**src/rtl/rv32i_types.sv**
```systemverilog
// Shared types for the write-result stage.
// Defines the CDB broadcast payload, the FU identifier and the arbiter defaults.
package rv32i_types;

    localparam int unsigned TOTAL_FU         = 6;
    localparam int unsigned FU_ID_W          = $clog2(TOTAL_FU);
    localparam int unsigned CDB_STARVE_LIMIT = 4;
    localparam int unsigned AGE_W            = 4;

    typedef logic [FU_ID_W-1:0] fu_id_t;

    typedef struct packed {
        fu_id_t       fu_id;
        logic [4:0]   rd;
        logic [31:0]  data;
        logic [63:0]  order;
    } cdb_entry_t;

endpackage

```
**src/rtl/rr_picker.sv**
```systemverilog
// N-way round-robin first-one finder.
// Scans from ptr upward, wrapping modulo N, and returns the first set bit.
module rr_picker #(
    parameter int unsigned N  = 6,
    parameter int unsigned IW = (N > 1) ? $clog2(N) : 1
) (
    input  logic [N-1:0]  req,
    input  logic [IW-1:0] ptr,
    output logic [N-1:0]  grant,
    output logic [IW-1:0] idx,
    output logic          found
);

    always_comb begin
        int unsigned pos;
        logic [IW-1:0] j;
        grant = '0;
        idx   = '0;
        found = 1'b0;
        pos   = 0;
        j     = '0;
        for (int unsigned k = 0; k < N; k++) begin
            // N need not be a power of two, so the wrap is an explicit subtract
            pos = 32'(ptr) + k;
            if (pos >= N) begin
                pos = pos - N;
            end
            j = IW'(pos);
            if (!found && req[j]) begin
                found    = 1'b1;
                idx      = j;
                grant[j] = 1'b1;
            end
        end
    end

endmodule

```
**src/rtl/cdb_arbiter.sv**
```systemverilog
// Write-result arbiter: grants one finished FU per cycle and broadcasts its
// result on the CDB the following cycle, with round-robin plus starvation guard.
module cdb_arbiter
    import rv32i_types::*;
#(
    parameter int unsigned NUM_FU       = TOTAL_FU,
    parameter int unsigned STARVE_LIMIT = CDB_STARVE_LIMIT
) (
    input  logic                   clk,
    input  logic                   rst,
    input  logic                   flush,
    input  logic [NUM_FU-1:0]      req_valid,
    input  logic [NUM_FU-1:0][4:0] req_rd,
    input  logic [NUM_FU-1:0][31:0] req_data,
    input  logic [NUM_FU-1:0][63:0] req_order,
    output logic [NUM_FU-1:0]      grant,
    output logic                   cdb_valid,
    output cdb_entry_t             cdb_data
);

    localparam int unsigned AGE_MAX = (1 << AGE_W) - 1;

    logic [AGE_W-1:0]  age [NUM_FU];
    fu_id_t            rr_ptr;
    fu_id_t            next_ptr;
    logic [NUM_FU-1:0] starve;
    logic [NUM_FU-1:0] starve_grant;
    logic [NUM_FU-1:0] rr_grant;
    fu_id_t            starve_idx;
    fu_id_t            rr_idx;
    fu_id_t            win_idx;
    logic              starve_found;
    logic              rr_found;
    logic              any_grant;
    cdb_entry_t        win_entry;

    always_comb begin
        starve = '0;
        for (int unsigned i = 0; i < NUM_FU; i++) begin
            starve[i] = req_valid[i] && (age[i] >= AGE_W'(STARVE_LIMIT));
        end
    end

    // Starved requesters are served lowest index first, so this picker scans from 0
    rr_picker #(.N(NUM_FU), .IW(FU_ID_W)) u_starve_pick (
        .req   (starve),
        .ptr   ('0),
        .grant (starve_grant),
        .idx   (starve_idx),
        .found (starve_found)
    );

    rr_picker #(.N(NUM_FU), .IW(FU_ID_W)) u_rr_pick (
        .req   (req_valid),
        .ptr   (rr_ptr),
        .grant (rr_grant),
        .idx   (rr_idx),
        .found (rr_found)
    );

    // Grant is suppressed while in reset and during a flush cycle
    always_comb begin
        grant   = '0;
        win_idx = '0;
        if (rst && !flush) begin
            if (starve_found) begin
                grant   = starve_grant;
                win_idx = starve_idx;
            end else if (rr_found) begin
                grant   = rr_grant;
                win_idx = rr_idx;
            end
        end
    end

    assign any_grant = |grant;
    assign next_ptr  = (win_idx == fu_id_t'(NUM_FU - 1)) ? '0 : win_idx + fu_id_t'(1);

    always_comb begin
        win_entry       = '0;
        win_entry.fu_id = win_idx;
        win_entry.rd    = req_rd[win_idx];
        win_entry.data  = req_data[win_idx];
        win_entry.order = req_order[win_idx];
    end

    // CDB broadcast register and round-robin pointer
    always_ff @(posedge clk or negedge rst) begin
        if (!rst) begin
            cdb_valid <= 1'b0;
            cdb_data  <= '0;
            rr_ptr    <= '0;
        end else if (flush) begin
            cdb_valid <= 1'b0;
            rr_ptr    <= '0;
        end else begin
            cdb_valid <= any_grant;
            if (any_grant) begin
                cdb_data <= win_entry;
                rr_ptr   <= next_ptr;
            end
        end
    end

    // Per-FU wait counters, saturating at the top of their range
    always_ff @(posedge clk or negedge rst) begin
        if (!rst) begin
            for (int unsigned i = 0; i < NUM_FU; i++) begin
                age[i] <= '0;
            end
        end else begin
            for (int unsigned i = 0; i < NUM_FU; i++) begin
                if (flush || !req_valid[i] || grant[i]) begin
                    age[i] <= '0;
                end else if (age[i] != AGE_W'(AGE_MAX)) begin
                    age[i] <= age[i] + AGE_W'(1);
                end
            end
        end
    end

endmodule

```
**config.mk**
```make
export PLATFORM = sky130hd
export DESIGN_NAME = cdb_arbiter
export DESIGN_NICKNAME = d
export VERILOG_FILES = /design/src/rtl/rv32i_types.sv /design/src/rtl/rr_picker.sv /design/src/rtl/cdb_arbiter.sv
export SDC_FILE = /design/constraint.sdc
export NUM_CORES = 1
export LEC_CHECK = 0
export CAP_MARGIN = 30
export CORE_AREA = 2 2 282 284
export DETAILED_ROUTE_END_ITERATION = 12
export DIE_AREA = 0 0 284 286
export PLACE_DENSITY = 0.39
export SYNTH_ARGS = -nofsm -noshare
export SYNTH_HDL_FRONTEND = slang
export SYNTH_HIERARCHICAL = 1
export SYNTH_SLANG_ARGS = --single-unit
```
**constraint.sdc**
```tcl
create_clock -name clk -period 10.4 [get_ports clk]
set_input_delay 1.04 -clock clk [delete_from_list [all_inputs] [get_ports clk]]
set_output_delay 1.04 -clock clk [all_outputs]
set_load 0.02 [all_outputs]
```
==> flow_summary.yaml, run 1 <==
grt:
  grt_pass1_vias: 15092
  grt-ovfl-total: 0
  track_usage: 0.1698
  antenna_found_initial: 21
  grt_max_degree: 130
  grt_pass1_wl_um: 103200
worst_hold_path:
  holdCritPathClass: "primary input to async pin"
synthesis:
  ys_types: 80
  avgSynthCellArea_um2: 7.439
  syn_area_um2: 11950
  ys.flop_type: "dfrtp_1"
  seq_area_frac_synth: 0.2763
  ys_ff_latch: 132
  yosysWarnings: 6
  ys_async_sr_fraction: 1.000
  syn_inst: 1607
  synth-edff-count: 0
power:
  powerDensity_nw_per_um2: 169.3
  peakVddDrop_mv: 0.1106
  p_leak_nw: 7.567
place:
  dp_hpwl_um: 54730
  place_area_um2: 20150
  dp_slack_ns: 3.565
  gp_congestion: 0.8961
  io_buffer_count: 725
critical_path:
  critPathKind: "primary input to flip-flop"
  worst_ep_arrival_time_ns: 6.78
  reg2regPathDepth: 17
  cp.required_ns: 10.75
  end_kind: "flip-flop"
  crit_fanout: 129
  crit_path_start_kind: "primary input"
sta:
  worstMarginPinSlew_ns: 0.9532
  rsz0062_at_grt: "no"
  fin_crit_sh: 0.6179
  final_hold_viol_count: 0
  drv_slew: 0
  max-slew-margin-rel: 0.3645
  fin_ws_ns: 3.973
  setup_viol: 0
  tns_ns: 0
  skew_ns: 0.02421
  fmax_ghz: 0.1556
  layout_min_cycle_time_ns: 6.427
floorplan:
  die_y_um: 286
  io_pins: 726
  core_area_um2: 78360
  dieArea_um2: 81220
  core.rowCount: 103
  initial_core_util: 0.1526
  die_w_um: 284
outcome:
  status: "finished clean"
drt:
  wl_per_cell_um: 21.73
  firstDrtPassIters: 5
  initialDrtViolationCount: 853
  antenna_left: 0
  route.detailed.drc: 0
  wirelength_um: 72250
  vias: 15045
  viasPerCell: 4.525
final_layout:
  area_growth_pct: 73.80
  fin_nets: 2888
  drive_gt1_frac: 0.04146
  stdcell_area_um2: 20780
clocking:
  post_cts_resized: 0
  path_clk_slew_ns: 0.08
  cts_buffer_depth: 2
  cts_htree_levels: 4
  insertion_delay_ns: 0.48
  postCtsSetupBuffers: 0
  root_buffer: "clkbuf_16"
  numCtsBuffers: 17
  cts_tree: "built"
  clock-sinks: 132
  cts_hold_buf: 0
job:
  max-cap-violations: 0
-- cell usage in the layout, fill, tap and decap left out, types with 22 or more instances in the layout --
cell,netlist,layout
o21ai_0,110,110
mux2i_1,121,121
nor2_1,56,56
nand3_1,23,23
a21oi_1,223,223
o32a_1,101,101
nand2_1,434,433
nor3_1,22,22
clkdlybuf4s50_1,0,724
dfrtp_1,132,132
-- worst paths after layout --
kind / from / end / slack, ns
min in group clk: cdb_data[101] / cdb_data[101] / 0.49
hold / removal: rst / cdb_data[59] / 0.44
max in group asynchronous: rst / cdb_data[66] / 8.38
hold reg to reg: cdb_data[101] / cdb_data[101] / 0.49
setup / recovery: req_valid[2] / cdb_data[11] / 3.97
setup reg to reg: rr_ptr[0] / cdb_data[11] / 4.07
-- flip-flops by register name, summed over array words and instances (netlist names) --
signal and cells:
cdb_data 104, age 24, rr_ptr 3, cdb_valid 1
-- layout make-up --
| type | instances | area, µm² |
|---|---|---|
| Tap cell | 1050 | 1314 |
| Clock inverter | 13 | 150.1 |
| Fill cell | 8611 | 57580 |
| Inverter | 14 | 57.56 |
| Timing Repair Buffer | 742 | 7418 |
| Clock buffer | 19 | 432.9 |
| Antenna cell | 8 | 20.02 |
| Sequential cell | 132 | 3303 |
| Multi-Input combinational cell | 1347 | 8080 |
-- where the power goes --
| group | internal (mW) | switching (mW) |
|---|---|---|
| clock | 0.357 | 0.297 |
| sequential | 0.714 | 0.137 |
| combinational | 0.917 | 1.10 |
| total | 1.99 | 1.53 |
-- kinds of logic after synthesis --
family / share of synthesized area
multiplexers: 0.1136
adder cells (fa/ha/maj): 0.01989
XOR/XNOR: 0.01444
AND/OR/NAND/NOR: 0.2226
flip-flops: 0.2763
buffers and inverters: 0.05924
AO/OA/AOI/OAI: 0.2936
other: 0.0003137
-- per-layer routing --
metal  up-vias  part of all wire  track usage
li1       7107                 -            -
met1      7195              0.39       0.1946
met2       618              0.50       0.2958
met3        99             0.084      0.05877
met4        26             0.023      0.05355
met5         -            0.0023            0
-- cells in the mapped netlist, types with 5 or more instances --
master / instances / area share
a21o_1: 6 / 0.0038
nor2_1: 56 / 0.018
or3b_2: 6 / 0.0044
nand3b_1: 5 / 0.0031
mux2_2: 13 / 0.012
o211ai_1: 5 / 0.0031
a211oi_1: 5 / 0.0031
clkbuf_1: 64 / 0.020
o21a_1: 10 / 0.0063
o21ai_1: 15 / 0.0063
xnor2_1: 12 / 0.0088
nor3_1: 22 / 0.0092
mux2i_1: 121 / 0.10
and3_1: 6 / 0.0031
buf_2: 44 / 0.018
o21ai_0: 110 / 0.046
a22oi_1: 11 / 0.0069
nor3b_1: 7 / 0.0044
a21oi_1: 223 / 0.093
inv_1: 12 / 0.0038
nand3_1: 23 / 0.0096
a31oi_1: 14 / 0.0073
nor2b_1: 7 / 0.0037
buf_1: 9 / 0.0028
dfrtp_1: 132 / 0.28
buf_6: 13 / 0.012
ha_1: 19 / 0.020
nand2_1: 434 / 0.14
nand2b_1: 10 / 0.0052
nor4_1: 6 / 0.0031
o32a_1: 101 / 0.085
-- metrics by stage --
step	power (mW)	utilization	instances	hold WS, ns
after floorplan	1.858	-	1625	0.5354
after global placement	2.880	0.2571	3284	0.4807
after detailed placement	2.879	0.2571	3284	0.4794
after CTS	3.564	0.2645	3316	0.4502
after global routing	3.723	0.2651	3323	0.4427
final	3.518	0.2652	3325	0.4420
-- critical path: stages --
cell and delay, ns:
clkdlybuf4s50_1 0.54, o21a_1 0.18, mux2i_1 0.28, nor2_1 0.08, o21ai_1 0.13, or3b_4 0.44
nor3_2 0.25, or4b_1 0.69, nor2b_1 0.44, o31ai_1 0.14, a21o_1 0.35, inv_6 0.70
buf_4 0.75, o21ai_0 0.24, o32a_1 0.34
(Power assumes the default switching activity.)
==> run 2: changes to the inputs <==
- CORE_AREA: 2 2 282 284 -> 2 2 283 285
- DIE_AREA: 0 0 284 286 -> 0 0 285 287
- PLACE_DENSITY: 0.39 -> 0.4
- clock period: 10.4 -> 5.5 ns (I/O delays scaled with it)
==> run 2 against run 1 <==
Clock-buffer cell count unchanged. Critical path depth fell by 3. Largest power group unchanged. Critical path type is now primary input to output port. Design area is 2.9% higher. Non-clock buffer count rose by 42. Hold slack better by 0.039 ns. Setup slack worse by 3.6 ns. Routed wire length is 5.6% higher. Die area is 0.70% higher.
==> flow_summary.yaml, run 2 (same netlist as run 1, synthesis figures left out) <==
final_layout:
  largest_register_ffs: 104
  utilization: 0.2721
  multi_input_area_um2: 8083
  n_fill_cell: 8565
  top_register: "cdb_data"
  instances_no_fill: 3373
  seq_area_um2: 3303
  final_cell_mix: "clkdlybuf4s50_1, nand2_1, a21oi_1, dfrtp_1, mux2i_1"
  reg_top3: "cdb_data x104, age x24, rr_ptr x3"
  drive_gt1_frac: 0.05933
  area_growth_pct: 78.92
  final_common_cell: "clkdlybuf4s50_1"
  fin_nets: 2930
drt:
  firstDrtPassIters: 5
  viasPerCell: 4.508
  vias: 15205
  initialDrtViolationCount: 779
  route.detailed.drc: 0
  wl_per_cell_um: 22.61
  antenna_left: 0
  wirelength_um: 76280
grt:
  grt_pass1_vias: 15353
  track_usage: 0.1772
  grt-ovfl-total: 0
  grt_max_degree: 92
  grt_pass1_wl_um: 106800
  antenna_found_initial: 24
critical_path:
  cp_top_family: "simple AND/OR/NAND/NOR gates"
  path_buf_inv: 2
  end_kind: "output port"
  crit_slowest_cell: "clkdlybuf4s50_1"
  cp_cell_sequence: "clkdlybuf4s50_1 > o21a_1 > mux2i_1 > nand3_1 > a31oi_2 > nand2b_4 > nor3_2 > or4b_1 > nor2b_1 > a22oi_1 > nor2_1 > clkdlybuf4s50_1"
  crit_fanout: 7
  crit_top_cell: "clkdlybuf4s50_1"
  cp.required_ns: 4.95
  cpPeakStageDelay_ns: 0.66
  worst_ep_arrival_time_ns: 4.55
  crit_path_start_kind: "primary input"
  critPathKind: "primary input to output port"
place:
  dp_slack_ns: 0.2474
  placed_cells: 3326
  gp_congestion: 0.9016
  io_buffer_count: 725
  dp_hpwl_um: 59170
floorplan:
  dieArea_um2: 81800
  die_w_um: 285
  core_area_um2: 78610
  io_pins: 726
  core.rowCount: 103
  initial_core_util: 0.1521
  die_y_um: 287
power:
  powerDensity_nw_per_um2: 320.4
  peakVddDrop_mv: 0.2034
  p_leak_nw: 7.886
clocking:
  cts_tree: "built"
  postCtsSetupBuffers: 0
  insertion_delay_ns: 0.49
  root_buffer: "clkbuf_16"
  cts_htree_levels: 4
  path_clk_slew_ns: 0.06
  numCtsBuffers: 17
  clock-sinks: 132
  cts_buffer_depth: 2
sta:
  worstMarginPinSlew_ns: 0.8516
  final_hold_viol_count: 0
  max-slew-margin-rel: 0.4323
  tns_ns: 0
  setup_viol: 0
  rsz0062_at_grt: "no"
  drv_slew: 0
  fin_crit_sh: 0.9278
  fmax_ghz: 0.1960
  skew_ns: 0.02950
  layout_min_cycle_time_ns: 5.103
  fin_ws_ns: 0.3972
job:
  max-cap-violations: 0
worst_hold_path:
  holdCritPathClass: "flip-flop to flip-flop"
outcome:
  status: "finished clean"
## run 2: cell types whose count changed in the layout (fill, tap and decap cells not counted), moves of 2 or more
cell | before | now
buf_12 | 1 | 22
buf_4 | 15 | 36
clkinv_4 | 1 | 4
clkinvlp_4 | 5 | 3
diode_2 | 8 | 14
inv_6 | 6 | 4
## run 2: worst paths after layout
check | startpoint | end | slack, ns | cells after the start
min in group asynchronous | rst | cdb_data[59] | 0.51 | 2
setup / recovery | req_valid[0] | grant[5] | 0.40 | 12
hold reg to reg | cdb_data[101] | cdb_data[101] | 0.48 | 2
max in group asynchronous | rst | cdb_data[10] | 3.74 | 3
setup reg to reg | rr_ptr[1] | cdb_data[17] | 0.67 | 15
hold / removal | cdb_data[101] | cdb_data[101] | 0.48 | 2
## run 2: metal layers
metal,vias to the layer above,track usage,part of all wire
met5,-,0,0.0021
met3,96,0.04929,0.071
met1,7278,0.2077,0.40
met4,22,0.06021,0.024
met2,609,0.3100,0.50
li1,7200,-,-
## run 2: layout make-up
type,count,share of cell area
multi-input cells,1347,0.3779
inverters,14,0.002691
diodes,14,0.001638
flip-flops and latches,132,0.1544
clock inverters,13,0.008132
repair buffers,784,0.3731
clock buffers,19,0.02071
well taps,1050,0.06143
## run 2: power breakdown
| part | switching (mW) | internal (mW) |
|---|---|---|
| registers | 0.259 | 1.35 |
| clock network | 0.544 | 0.731 |
| logic | 2.11 | 1.86 |
## run 2: worst min-delay path: cells and delay by family (launching register included)
family	cells	cell delay (ns)
and+or+nand+nor	1	0.05
AOI/OAI and AO/OA	1	0.06
DFF	1	0.34
## run 2: what timing repair did
action,4_1_cts,5_1_grt
gates resized for setup,0,1
setup endpoints to repair,0,4
endpoints found under the hold margin,27,0
hold buffers,1,0
## run 2: stage by stage
step / power, mW / hold slack (ns) / instance area [µm²]
2_1_floorplan: 3.513 / 0.2544 / 12020
3_3_place_gp: 5.626 / 0.4665 / 20720
3_5_place_dp: 5.622 / 0.4731 / 20720
4_1_cts: 6.969 / 0.4872 / 21350
5_1_grt: 7.273 / 0.5102 / 21380
6_report: 6.852 / 0.4809 / 21390
